**config.mk**
```make
export PLATFORM = sky130hd
export DESIGN_NAME = road_renderer
export DESIGN_NICKNAME = d
export VERILOG_FILES = /design/src/rtl/road_renderer_pkg.sv /design/src/rtl/road_renderer_btn_sync.sv /design/src/rtl/road_renderer.sv
export SDC_FILE = /design/constraint.sdc
export NUM_CORES = 1
export LEC_CHECK = 0
export CAP_MARGIN = 5
export CORE_MARGIN = 8
export CORE_UTILIZATION = 55
export DETAILED_ROUTE_END_ITERATION = 8
export PLACE_DENSITY = 0.79
export SYNTH_ARGS = -nofsm -noshare
export SYNTH_HDL_FRONTEND = slang
export SYNTH_SLANG_ARGS = --single-unit
```
**constraint.sdc**
```tcl
create_clock -name clk -period 3.7 [get_ports clk]
set_input_delay 0.74 -clock clk [delete_from_list [all_inputs] [get_ports clk]]
set_output_delay 0.74 -clock clk [all_outputs]
set_load 0.05 [all_outputs]
```
**src/rtl/road_renderer_pkg.sv**
```systemverilog
// Shared types and constants for the road renderer and its VGA driver.
package road_pkg;
    typedef enum logic [1:0] {IDLE, RUN, CRASH} state_t;

    typedef struct packed {
        logic [3:0] r;
        logic [3:0] g;
        logic [3:0] b;
    } rgb_t;

    localparam rgb_t C_BLACK  = 12'h000;
    localparam rgb_t C_RED    = 12'hF00;
    localparam rgb_t C_YELLOW = 12'hFF0;
    localparam rgb_t C_WHITE  = 12'hFFF;
    localparam rgb_t C_ROAD   = 12'h666;
    localparam rgb_t C_GRASS  = 12'h080;

    localparam int H_ACTIVE = 640;
    localparam int V_ACTIVE = 480;
    localparam int H_TOTAL  = 800;
    localparam int V_TOTAL  = 525;
endpackage

```
**src/rtl/road_renderer_btn_sync.sv**
```systemverilog
// Two-flop synchroniser for a bundle of asynchronous button inputs.
module btn_sync #(
    parameter int W = 1
) (
    input  logic         clk,
    input  logic         rst_n,
    input  logic [W-1:0] d,
    output logic [W-1:0] q
);
    logic [W-1:0] meta;

    always_ff @(posedge clk or negedge rst_n) begin
        if (!rst_n) begin
            meta <= '0;
            q    <= '0;
        end else begin
            meta <= d;
            q    <= meta;
        end
    end
endmodule

```
**src/rtl/road_renderer.sv**
```systemverilog
// Road Fighter pixel generator: per-frame game FSM plus a 1-clk registered colour mux.
module road_renderer
    import road_pkg::*;
#(
    parameter int WIDTH        = 10,
    parameter int HACTIVE      = H_ACTIVE,
    parameter int VACTIVE      = V_ACTIVE,
    parameter int ROAD_L       = 200,
    parameter int ROAD_R       = 440,
    parameter int EDGE_W       = 4,
    parameter int CAR_W        = 32,
    parameter int CAR_H        = 48,
    parameter int CAR_Y        = 400,
    parameter int STEP         = 4,
    parameter int DASH_P       = 64,
    parameter int CRASH_FRAMES = 60
) (
    input  logic             clk,
    input  logic             rst_n,
    input  logic [WIDTH-1:0] hor_pix,
    input  logic [WIDTH-1:0] ver_pix,
    input  logic             btn_left,
    input  logic             btn_right,
    input  logic             btn_start,
    input  logic [1:0]       speed,
    output logic [3:0]       vgaRed,
    output logic [3:0]       vgaGreen,
    output logic [3:0]       vgaBlue,
    output logic             frame_tick,
    output logic             crash
);
    localparam int XW = WIDTH + 1;
    localparam int DW = $clog2(DASH_P);
    localparam int CW = $clog2(CRASH_FRAMES);

    localparam logic [XW-1:0] CENTRE  = XW'((ROAD_L + ROAD_R - CAR_W) / 2);
    localparam logic [XW-1:0] DASH_LO = XW'((ROAD_L + ROAD_R) / 2 - 1);
    localparam logic [XW-1:0] DASH_HI = XW'((ROAD_L + ROAD_R) / 2 + 1);
    localparam logic [XW-1:0] RL_X    = XW'(ROAD_L);
    localparam logic [XW-1:0] RR_X    = XW'(ROAD_R);
    localparam logic [XW-1:0] EL_X    = XW'(ROAD_L + EDGE_W);
    localparam logic [XW-1:0] ER_X    = XW'(ROAD_R - EDGE_W);
    localparam logic [XW-1:0] CARW_X  = XW'(CAR_W);
    localparam logic [XW-1:0] CARY_X  = XW'(CAR_Y);
    localparam logic [XW-1:0] CARYE_X = XW'(CAR_Y + CAR_H);
    localparam logic [XW-1:0] STEP_X  = XW'(STEP);
    localparam logic [XW-1:0] XMAX    = XW'(HACTIVE - CAR_W);
    localparam logic [XW-1:0] HACT_X  = XW'(HACTIVE);
    localparam logic [XW-1:0] VACT_X  = XW'(VACTIVE);

    logic [2:0] btn_s;
    logic       btn_l, btn_r, btn_st;

    btn_sync #(.W(3)) u_btn_sync (
        .clk   (clk),
        .rst_n (rst_n),
        .d     ({btn_start, btn_right, btn_left}),
        .q     (btn_s)
    );
    assign {btn_st, btn_r, btn_l} = btn_s;

    state_t             state, state_nx;
    logic [DW-1:0]      scroll, scroll_nx;
    logic [WIDTH-1:0]   car_x, car_x_nx;
    logic [CW-1:0]      crash_cnt, crash_cnt_nx;
    logic [XW-1:0]      x, y, cx, next_x;
    logic               tick_cond, off_road;

    assign x         = {1'b0, hor_pix};
    assign y         = {1'b0, ver_pix};
    assign cx        = {1'b0, car_x};
    assign tick_cond = (x == '0) && (y == VACT_X);

    // Clamp arithmetic is one bit wider than the counters so it never wraps.
    always_comb begin
        next_x = cx;
        if (btn_l && !btn_r)
            next_x = (cx >= STEP_X) ? cx - STEP_X : '0;
        else if (btn_r && !btn_l)
            next_x = (cx + STEP_X > XMAX) ? XMAX : cx + STEP_X;
    end
    assign off_road = (next_x < RL_X) || (next_x + CARW_X > RR_X);

    always_comb begin
        state_nx     = state;
        scroll_nx    = scroll;
        car_x_nx     = car_x;
        crash_cnt_nx = crash_cnt;
        if (tick_cond) begin
            case (state)
                IDLE: if (btn_st) begin
                    state_nx  = RUN;
                    car_x_nx  = CENTRE[WIDTH-1:0];
                    scroll_nx = '0;
                end
                RUN: begin
                    scroll_nx = scroll + DW'({speed, 1'b0});
                    car_x_nx  = next_x[WIDTH-1:0];
                    if (off_road) begin
                        state_nx     = CRASH;
                        crash_cnt_nx = '0;
                    end
                end
                CRASH: if (crash_cnt == CW'(CRASH_FRAMES - 1)) begin
                    state_nx  = IDLE;
                    car_x_nx  = CENTRE[WIDTH-1:0];
                    scroll_nx = '0;
                end else begin
                    crash_cnt_nx = crash_cnt + CW'(1);
                end
                default: state_nx = IDLE;
            endcase
        end
    end

    logic          in_act, in_car, in_dash, in_edge, in_road;
    logic [DW-1:0] dy;
    rgb_t          pix, pix_q;

    assign dy      = ver_pix[DW-1:0] - scroll;
    assign in_act  = (x < HACT_X) && (y < VACT_X);
    assign in_car  = (x >= cx) && (x < cx + CARW_X) && (y >= CARY_X) && (y < CARYE_X)
                     && !(state == CRASH && crash_cnt[3]);
    assign in_dash = (x >= DASH_LO) && (x <= DASH_HI) && !dy[DW-1];
    assign in_road = (x >= RL_X) && (x < RR_X);
    assign in_edge = ((x >= RL_X) && (x < EL_X)) || ((x >= ER_X) && (x < RR_X));

    always_comb begin
        pix = C_GRASS;
        if (!in_act)      pix = C_BLACK;
        else if (in_car)  pix = C_RED;
        else if (in_dash) pix = C_YELLOW;
        else if (in_edge) pix = C_WHITE;
        else if (in_road) pix = C_ROAD;
    end

    always_ff @(posedge clk or negedge rst_n) begin
        if (!rst_n) begin
            state      <= IDLE;
            scroll     <= '0;
            car_x      <= CENTRE[WIDTH-1:0];
            crash_cnt  <= '0;
            frame_tick <= 1'b0;
            crash      <= 1'b0;
            pix_q      <= C_BLACK;
        end else begin
            state      <= state_nx;
            scroll     <= scroll_nx;
            car_x      <= car_x_nx;
            crash_cnt  <= crash_cnt_nx;
            frame_tick <= tick_cond;
            crash      <= (state_nx == CRASH);
            pix_q      <= pix;
        end
    end

    assign vgaRed   = pix_q.r;
    assign vgaGreen = pix_q.g;
    assign vgaBlue  = pix_q.b;
endmodule

```
==> out/qor.txt, run 1 <==
Status -> finished clean
Sw Ratio -> 27.2%
Drt drc -> 0
MaxCap Viol Count -> 0
DP HPWL -> 6450 µm
Largest net degree at the start of global routing -> 39
Vias in the first global route -> 2,852
Clk network pwr share -> 32.6%
P&R area growth vs syn -> 16.6%
Root Buffer -> clkbuf_8
Die Width -> 92.5 µm
Cells after Synth -> 368
Worst-path clk slew -> 0.08 ns
Post-synthesis mux area share -> 0%
Worst Setup Start Kind -> register
Ys flop type -> dfrtp_1
Die Y -> 92.5 µm
Total core area -> 0.00578 mm²
Combinational Power Share -> 16.7%
HP Class -> register to register
Detailed-route wire length per cell -> 17.2 µm
Sequential share of power -> 50.8%
CTS H-tree depth -> 2
FF-to-FF Start -> car_x[5]
Hold Vio Cnt, Final -> 0
I/O pins -> 41
Unrepaired setup endpoints after global routing -> false
Asr flop ratio synth -> 100%
Post-synth EDFFs -> 0
Power Density -> 222 mW/mm²
Cell Area, Synth -> 0.00322 mm²
Synth Area in Simple Gates -> 22.3%
Sequential area share after synthesis -> 29.7%
Synth Net Count -> 428
Total track usage -> 19.6%
Worst-path maximum fanout -> 10
Global route total overflow -> 0
Syn Area/Cell -> 8.75 µm²
Rel. slew slack -> 44.0%
Psw -> 227 µW
WP data arrival -> 3.67 ns
Number of antenna diodes -> 0
Row count -> 28
Iteration-0 DRC Markers -> 254
Most frequent cell after synthesis -> dfrtp_1
Pleak -> 0.00158 µW
Initial Utilization -> 55.7%
Setup-failing EPs final -> 0
Main combinational cell family by area after synthesis -> compound AO/OA/AOI/OAI gates
Via count of the routed design -> 2,952
Post-route ant nets -> 0
PortBufs -> 40
RD Place Congestion -> 0.941
Max Fclk -> 287 MHz
Setup TNS -> 0 ns
Number of synthesized register bits -> 38
Clock latency on the worst-skew pair -> 0.30 ns
Distinct cells, synth -> 77
Skew final -> 0.00823 ns
Final #Nets -> 467
Post-Synth Adder-Cell Area -> 13.1%
Number of post-CTS setup repair buffers -> 0
Number of buffers created by CTS -> 5
Die ar. -> 0.00856 mm²
Synthesis Warnings -> 0
Antenna violations before repair -> 0
Clock buffer depth -> 2
CTS tree -> built
Via/cell ratio -> 6.12
Worst Setup End Kind -> register
Synth top cells by count -> dfrtp_1 (35), ha_1 (32), nand2_1 (29), nor2_1 (29), inv_1 (25)
Post-synth top area share -> 27.2%
R2R depth -> 14
Peak supply drop -> 0.232 mV
Tightest Pin Transition -> 0.840 ns
Setup crit start -> car_x[5]
Tmin final -> 3.48 ns
Most area-hungry cell type in the Yosys netlist -> dfrtp_1
DRT Wirelength -> 8280 µm
Worst hold path stage count -> 0
Finished Core Util -> 64.9%
First-pass GRT wire length -> 13,800 µm
XOR/XNOR Fraction of Synth Area -> 4.62%
Slew Limit Fails -> 0
Internal Power -> 608 µW
Synth Area in Compound Gates -> 24.4%
DRT Pass-1 Iters -> 5
Kind of critical path -> register to register
Fraction of layout cells with a size suffix above 1 -> 10.3%
CTS sink cnt -> 38
Hold wc startpoint -> u_btn_sync.meta[0]
Required @ worst endpoint -> 3.88 ns
Final Cycle Share -> 94.2%
Synth top area cells -> dfrtp_1 (27%), ha_1 (12%), xnor2_1 (3.5%)
==> path summary, 6_finish.rpt <==
kind	end	slack [ns]
max in group asynchronous	car_x[6]	2.63
setup reg to reg	state[1]	0.22
hold / removal	u_btn_sync.q[0]	0.35
setup / recovery	state[1]	0.22
min in group asynchronous	crash_cnt[5]	0.54
hold reg to reg	u_btn_sync.q[0]	0.35
==> critical path, stage by stage, from the launching register on <==
cell and delay [ns]:
dfstp_2 0.69, inv_1 0.18, ha_1 0.24, o31a_1 0.13
nand2b_4 0.17, o21ai_2 0.25, o22ai_1 0.16, a21oi_2 0.24
inv_1 0.15, ha_1 0.26, nand3_1 0.12, nor3_1 0.07
a221oi_2 0.29, a21oi_2 0.17, or2_1 0.23
==> what timing repair did <==
item,in CTS,in global routing
hold endpoints to repair,0,0
resized for setup,0,2
hold buffers,0,0
endpoints found under the setup margin,0,2
==> metal layers <==
metal	wire length [µm]	track usage, %
met1	3730	25.4
met2	3930	32.3
met3	544	3.56
met4	76	6.04
met5	0	0
==> power groups by stage <==
stage / clock [µW] / sequential, µW / combinational (µW)
after floorplan: 0 / 439 / 63.4
final: 272 / 424 / 139
after global routing: 293 / 424 / 154
after CTS: 278 / 424 / 138
after global placement: 0 / 431 / 135
after detailed placement: 0 / 432 / 138
==> metrics by stage <==
step | power, µW | area [µm²] | std cells | worst slack, ns | hold slack, ns
after floorplan | 502 | 3220 | 368 | 0.693 | 0.331
after global placement | 566 | 3660 | 475 | 0.171 | 0.332
after detailed placement | 570 | 3660 | 475 | 0.137 | 0.337
after CTS | 841 | 3740 | 482 | 0.215 | 0.354
after global routing | 871 | 3750 | 482 | 0.0755 | 0.358
final | 835 | 3750 | 482 | 0.216 | 0.351
==> state kept, by name (all words and copies together), names as in the netlist <==
| signal | flops |
|---|---|
| state | 2 |
| vgaGreen | 3 |
| frame_tick | 1 |
| u_btn_sync.meta | 3 |
| car_x | 10 |
| scroll | 5 |
| vgaRed | 2 |
| crash | 1 |
| crash_cnt | 6 |
| u_btn_sync.q | 3 |
| vgaBlue | 2 |
==> final cells by class <==
| class | count | area, µm² |
|---|---|---|
| Inverter | 26 | 97.6 |
| Sequential cell | 38 | 955 |
| Tap cell | 75 | 93.8 |
| Clock buffer | 5 | 68.8 |
| Timing Repair Buffer | 46 | 440 |
| Multi-Input combinational cell | 290 | 2090 |
| Fill cell | 492 | 2030 |
| Clock inverter | 2 | 10.0 |
==> placed cells by master (no fill, tap or decap), drive strengths merged, types with 3 or more instances in the layout <==
cell type,Yosys,routed
dfstp,3,3
xor2,4,4
clkdlybuf4s50,0,39
a22o,5,5
dfrtp,35,35
or3,4,4
o21ai,23,23
a2bb2oi,3,3
inv,26,26
nand2b,5,5
nor4,6,6
a21oi,25,25
o211ai,3,3
and3,3,3
clkbuf,2,5
ha,32,32
a211oi,3,3
xnor2,13,13
buf,12,7
o21a,7,7
nor3,18,18
nor2b,5,5
nand4,7,7
nand2,29,29
nand3,13,13
nor2,29,29
a31oi,10,10
==> kinds of logic (layout without fill, tap and decap cells) <==
| logic type | count (synthesis) | in the layout |
|---|---|---|
| simple gates | 134 | 134 |
| compound gates | 106 | 106 |
| flops | 38 | 38 |
| fa+ha+maj | 33 | 33 |
| buf+inv | 40 | 79 |
| xor+xnor | 17 | 17 |
Power figures use the tool's default switching activity.
==> run 2, diff against run 1 <==
- CTS_BUF_LIST: default -> sky130_fd_sc_hd__clkbuf_16
==> run 2 against run 1 <==
Effect of this change:
- combinational power hardly changed
- design area grew 1.3%
- largest power group unchanged
- critical path type unchanged
- cell count stayed put
- largest cell class unchanged
==> out/qor.txt, run 2 (synthesis gave the netlist of run 1 again) <==
Number of post-CTS setup repair buffers -> 0 (unchanged)
Via/cell ratio -> 6.16 (was 6.12)
CTS sink cnt -> 38 (unchanged)
Worst-path maximum fanout -> 10 (unchanged)
Bufs and invs on worst path -> 1 (was 2)
Unrepaired setup endpoints after global routing -> false (unchanged)
RD Place Congestion -> 0.941 (unchanged)
Crit-path cells -> ha_1 > nand4_1 > xnor2_1 > and4b_1 > nand2_1 > a21oi_2 > inv_1 > ha_1 > nand3_1 > nor3_1 > a221oi_2 > a21oi_2 > or2_1 (was inv_1 > ha_1 > o31a_1 > nand2b_4 > o21ai_2 > o22ai_1 > a21oi_2 > inv_1 > ha_1 > nand3_1 > nor3_1 > a221oi_2 > a21oi_2 > or2_1)
I/O pins -> 41 (unchanged)
Crit path to -> state[1] (unchanged)
CTS tree -> built (unchanged)
First-pass GRT wire length -> 13,800 µm (about the same)
Largest net degree at the start of global routing -> 39 (unchanged)
Layout fillers -> 485 (was 492)
Antenna violations before repair -> 0 (unchanged)
Slew Limit Fails -> 0 (unchanged)
Hold Vio Cnt, Final -> 0 (unchanged)
Reg2Reg Capture Point -> state[1] (unchanged)
Register-to-Register Setup Slack -> 0.14 ns (was 0.22 ns)
Drt drc -> 0 (unchanged)
Most frequent cells in the layout -> clkdlybuf4s50_1 (39), dfrtp_1 (35), ha_1 (32), nor2_1 (29), nand2_1 (29) (unchanged)
Leading registers by flop count -> car_x x10, crash_cnt x6, scroll x5 (unchanged)
Slowest stage delay, CP -> 0.68 ns (was 0.69 ns)
Rel. slew slack -> 43.6% (was 44.0%)
Total core area -> 0.00578 mm² (unchanged)
Clock buffer depth -> 2 (unchanged)
P&R area growth vs syn -> 18.1% (was 16.6%)
Critical path's slowest cell -> dfstp_2 (unchanged)
Finished Core Util -> 65.8% (was 64.9%)
Number of antenna diodes -> 0 (unchanged)
Multi-input gate area -> 0.00208 mm² (was 0.00209 mm²)
Iteration-0 DRC Markers -> 217 (was 254)
Number of buffers created by CTS -> 5 (unchanged)
Instance count on the critical path -> 13 (was 14)
Largest register by flop count -> car_x (unchanged)
PortBufs -> 40 (unchanged)
Kind of critical path -> register to register (unchanged)
MaxCap Viol Count -> 0 (unchanged)
Via count of the routed design -> 2,969 (was 2,952)
Worst Setup End Kind -> register (unchanged)
Reg area -> 955 µm² (unchanged)
Largest register FFs -> 10 (unchanged)
Detailed-route wire length per cell -> 17.4 µm (was 17.2 µm)
Worst Setup Start Kind -> register (unchanged)
FF-to-FF Start -> car_x[5] (unchanged)
Most common library cell in the layout ignoring fill and taps -> clkdlybuf4s50_1 (unchanged)
Setup crit start -> car_x[5] (unchanged)
DP HPWL -> 6450 µm (unchanged)
DRT Wirelength -> 8370 µm (was 8280 µm)
WP data arrival -> 3.73 ns (was 3.67 ns)
Total track usage -> 19.7% (was 19.6%)
Row count -> 28 (unchanged)
Final #Nets -> 467 (unchanged)
Crit-path leading delay family -> simple AND/OR/NAND/NOR gates (was compound AO/OA/AOI/OAI gates)
DRT Pass-1 Iters -> 5 (unchanged)
HP Class -> register to register (unchanged)
Power Density -> 254 mW/mm² (was 222 mW/mm²)
Initial Utilization -> 55.7% (unchanged)
Setup-failing EPs final -> 0 (unchanged)
Final Cycle Share -> 96.2% (was 94.2%)
Status -> finished clean (unchanged)
Die Width -> 92.5 µm (unchanged)
Global route total overflow -> 0 (unchanged)
Tmin final -> 3.56 ns (was 3.48 ns)
Vias in the first global route -> 2,886 (was 2,852)
Skew final -> 0.00493 ns (was 0.00823 ns)
Die Y -> 92.5 µm (unchanged)
Pleak -> 0.00160 µW (was 0.00158 µW)
Root Buffer -> clkbuf_16 (was clkbuf_8)
Peak supply drop -> 0.248 mV (was 0.232 mV)
Fraction of layout cells with a size suffix above 1 -> 10.1% (was 10.3%)
R2R depth -> 13 (was 14)
Max Fclk -> 281 MHz (was 287 MHz)
Die ar. -> 0.00856 mm² (unchanged)
Worst-path clk slew -> 0.06 ns (was 0.08 ns)
Clock latency on the worst-skew pair -> 0.28 ns (was 0.30 ns)
Required @ worst endpoint -> 3.87 ns (was 3.88 ns)
Tightest Pin Transition -> 0.846 ns (was 0.840 ns)
Setup TNS -> 0 ns (unchanged)
Post-route ant nets -> 0 (unchanged)
CTS H-tree depth -> 2 (unchanged)
run 2: cell count changes in the layout (fill, tap and decap cells not counted):
cell       before  now
clkbuf_16       0    5
clkbuf_8        5    0
xnor2_1        12   13
xnor2_2         1    0
run 2: worst reg2reg max path: stages (launching register included):
cell	delay (ns)
dfstp_2	0.68
ha_1	0.28
nand4_1	0.12
xnor2_1	0.35
and4b_1	0.30
nand2_1	0.14
a21oi_2	0.29
inv_1	0.15
ha_1	0.26
nand3_1	0.12
nor3_1	0.07
a221oi_2	0.29
a21oi_2	0.17
or2_1	0.23
run 2: timing repair:
action | 4_1_cts | 5_1_grt
hold endpoints to repair | 0 | 0
setup endpoints to repair | 0 | 2
gates resized for setup | 0 | 1
hold buffers | 0 | 0
run 2: report_power, final:
| part | total [µW] | switching, µW | internal [µW] |
|---|---|---|---|
| registers | 425 | 3.17 | 421 |
| logic | 140 | 78.6 | 61.0 |
| clock network | 402 | 159 | 243 |
| total | 966 | 241 | 725 |
run 2: worst min-delay path by stage:
stage                            endpoint               start  depth (start not counted)  slack [ns]
after floorplan           u_btn_sync.q[0]  u_btn_sync.meta[0]                          0        0.33
after global placement    u_btn_sync.q[1]  u_btn_sync.meta[1]                          0        0.33
after detailed placement  u_btn_sync.q[0]  u_btn_sync.meta[0]                          0        0.34
after CTS                 u_btn_sync.q[0]  u_btn_sync.meta[0]                          0        0.35
after global routing      u_btn_sync.q[0]  u_btn_sync.meta[0]                          0        0.35
final                     u_btn_sync.q[0]  u_btn_sync.meta[0]                          0        0.35
run 2: stage by stage:
step,total power (µW),instances,hold slack (ns),worst slack (ns),instance area (µm²)
floorplan,502,368,0.331,0.693,3220
global placement,566,475,0.332,0.171,3660
detailed placement,570,475,0.337,0.137,3660
CTS,970,482,0.350,0.220,3790
global route,1000,482,0.354,0.00353,3800
finish,966,482,0.347,0.141,3800
run 2: final cells by class:
type                    count  share of cell area (%)
well taps                  75                    2.47
inverters                  26                    2.57
clock inverters             2                   0.263
repair buffers             46                    11.6
flip-flops and latches     38                    25.1
clock buffers               5                    3.29
multi-input cells         290                    54.7
run 2: per-layer routing:
layer	GRT usage, %	up-vias	part of all wire [%]
li1	-	1435	-
met1	24.9	1405	44
met2	33.3	114	48
met3	4.29	15	6.7
met4	4.83	0	1.3
met5	0	-	0
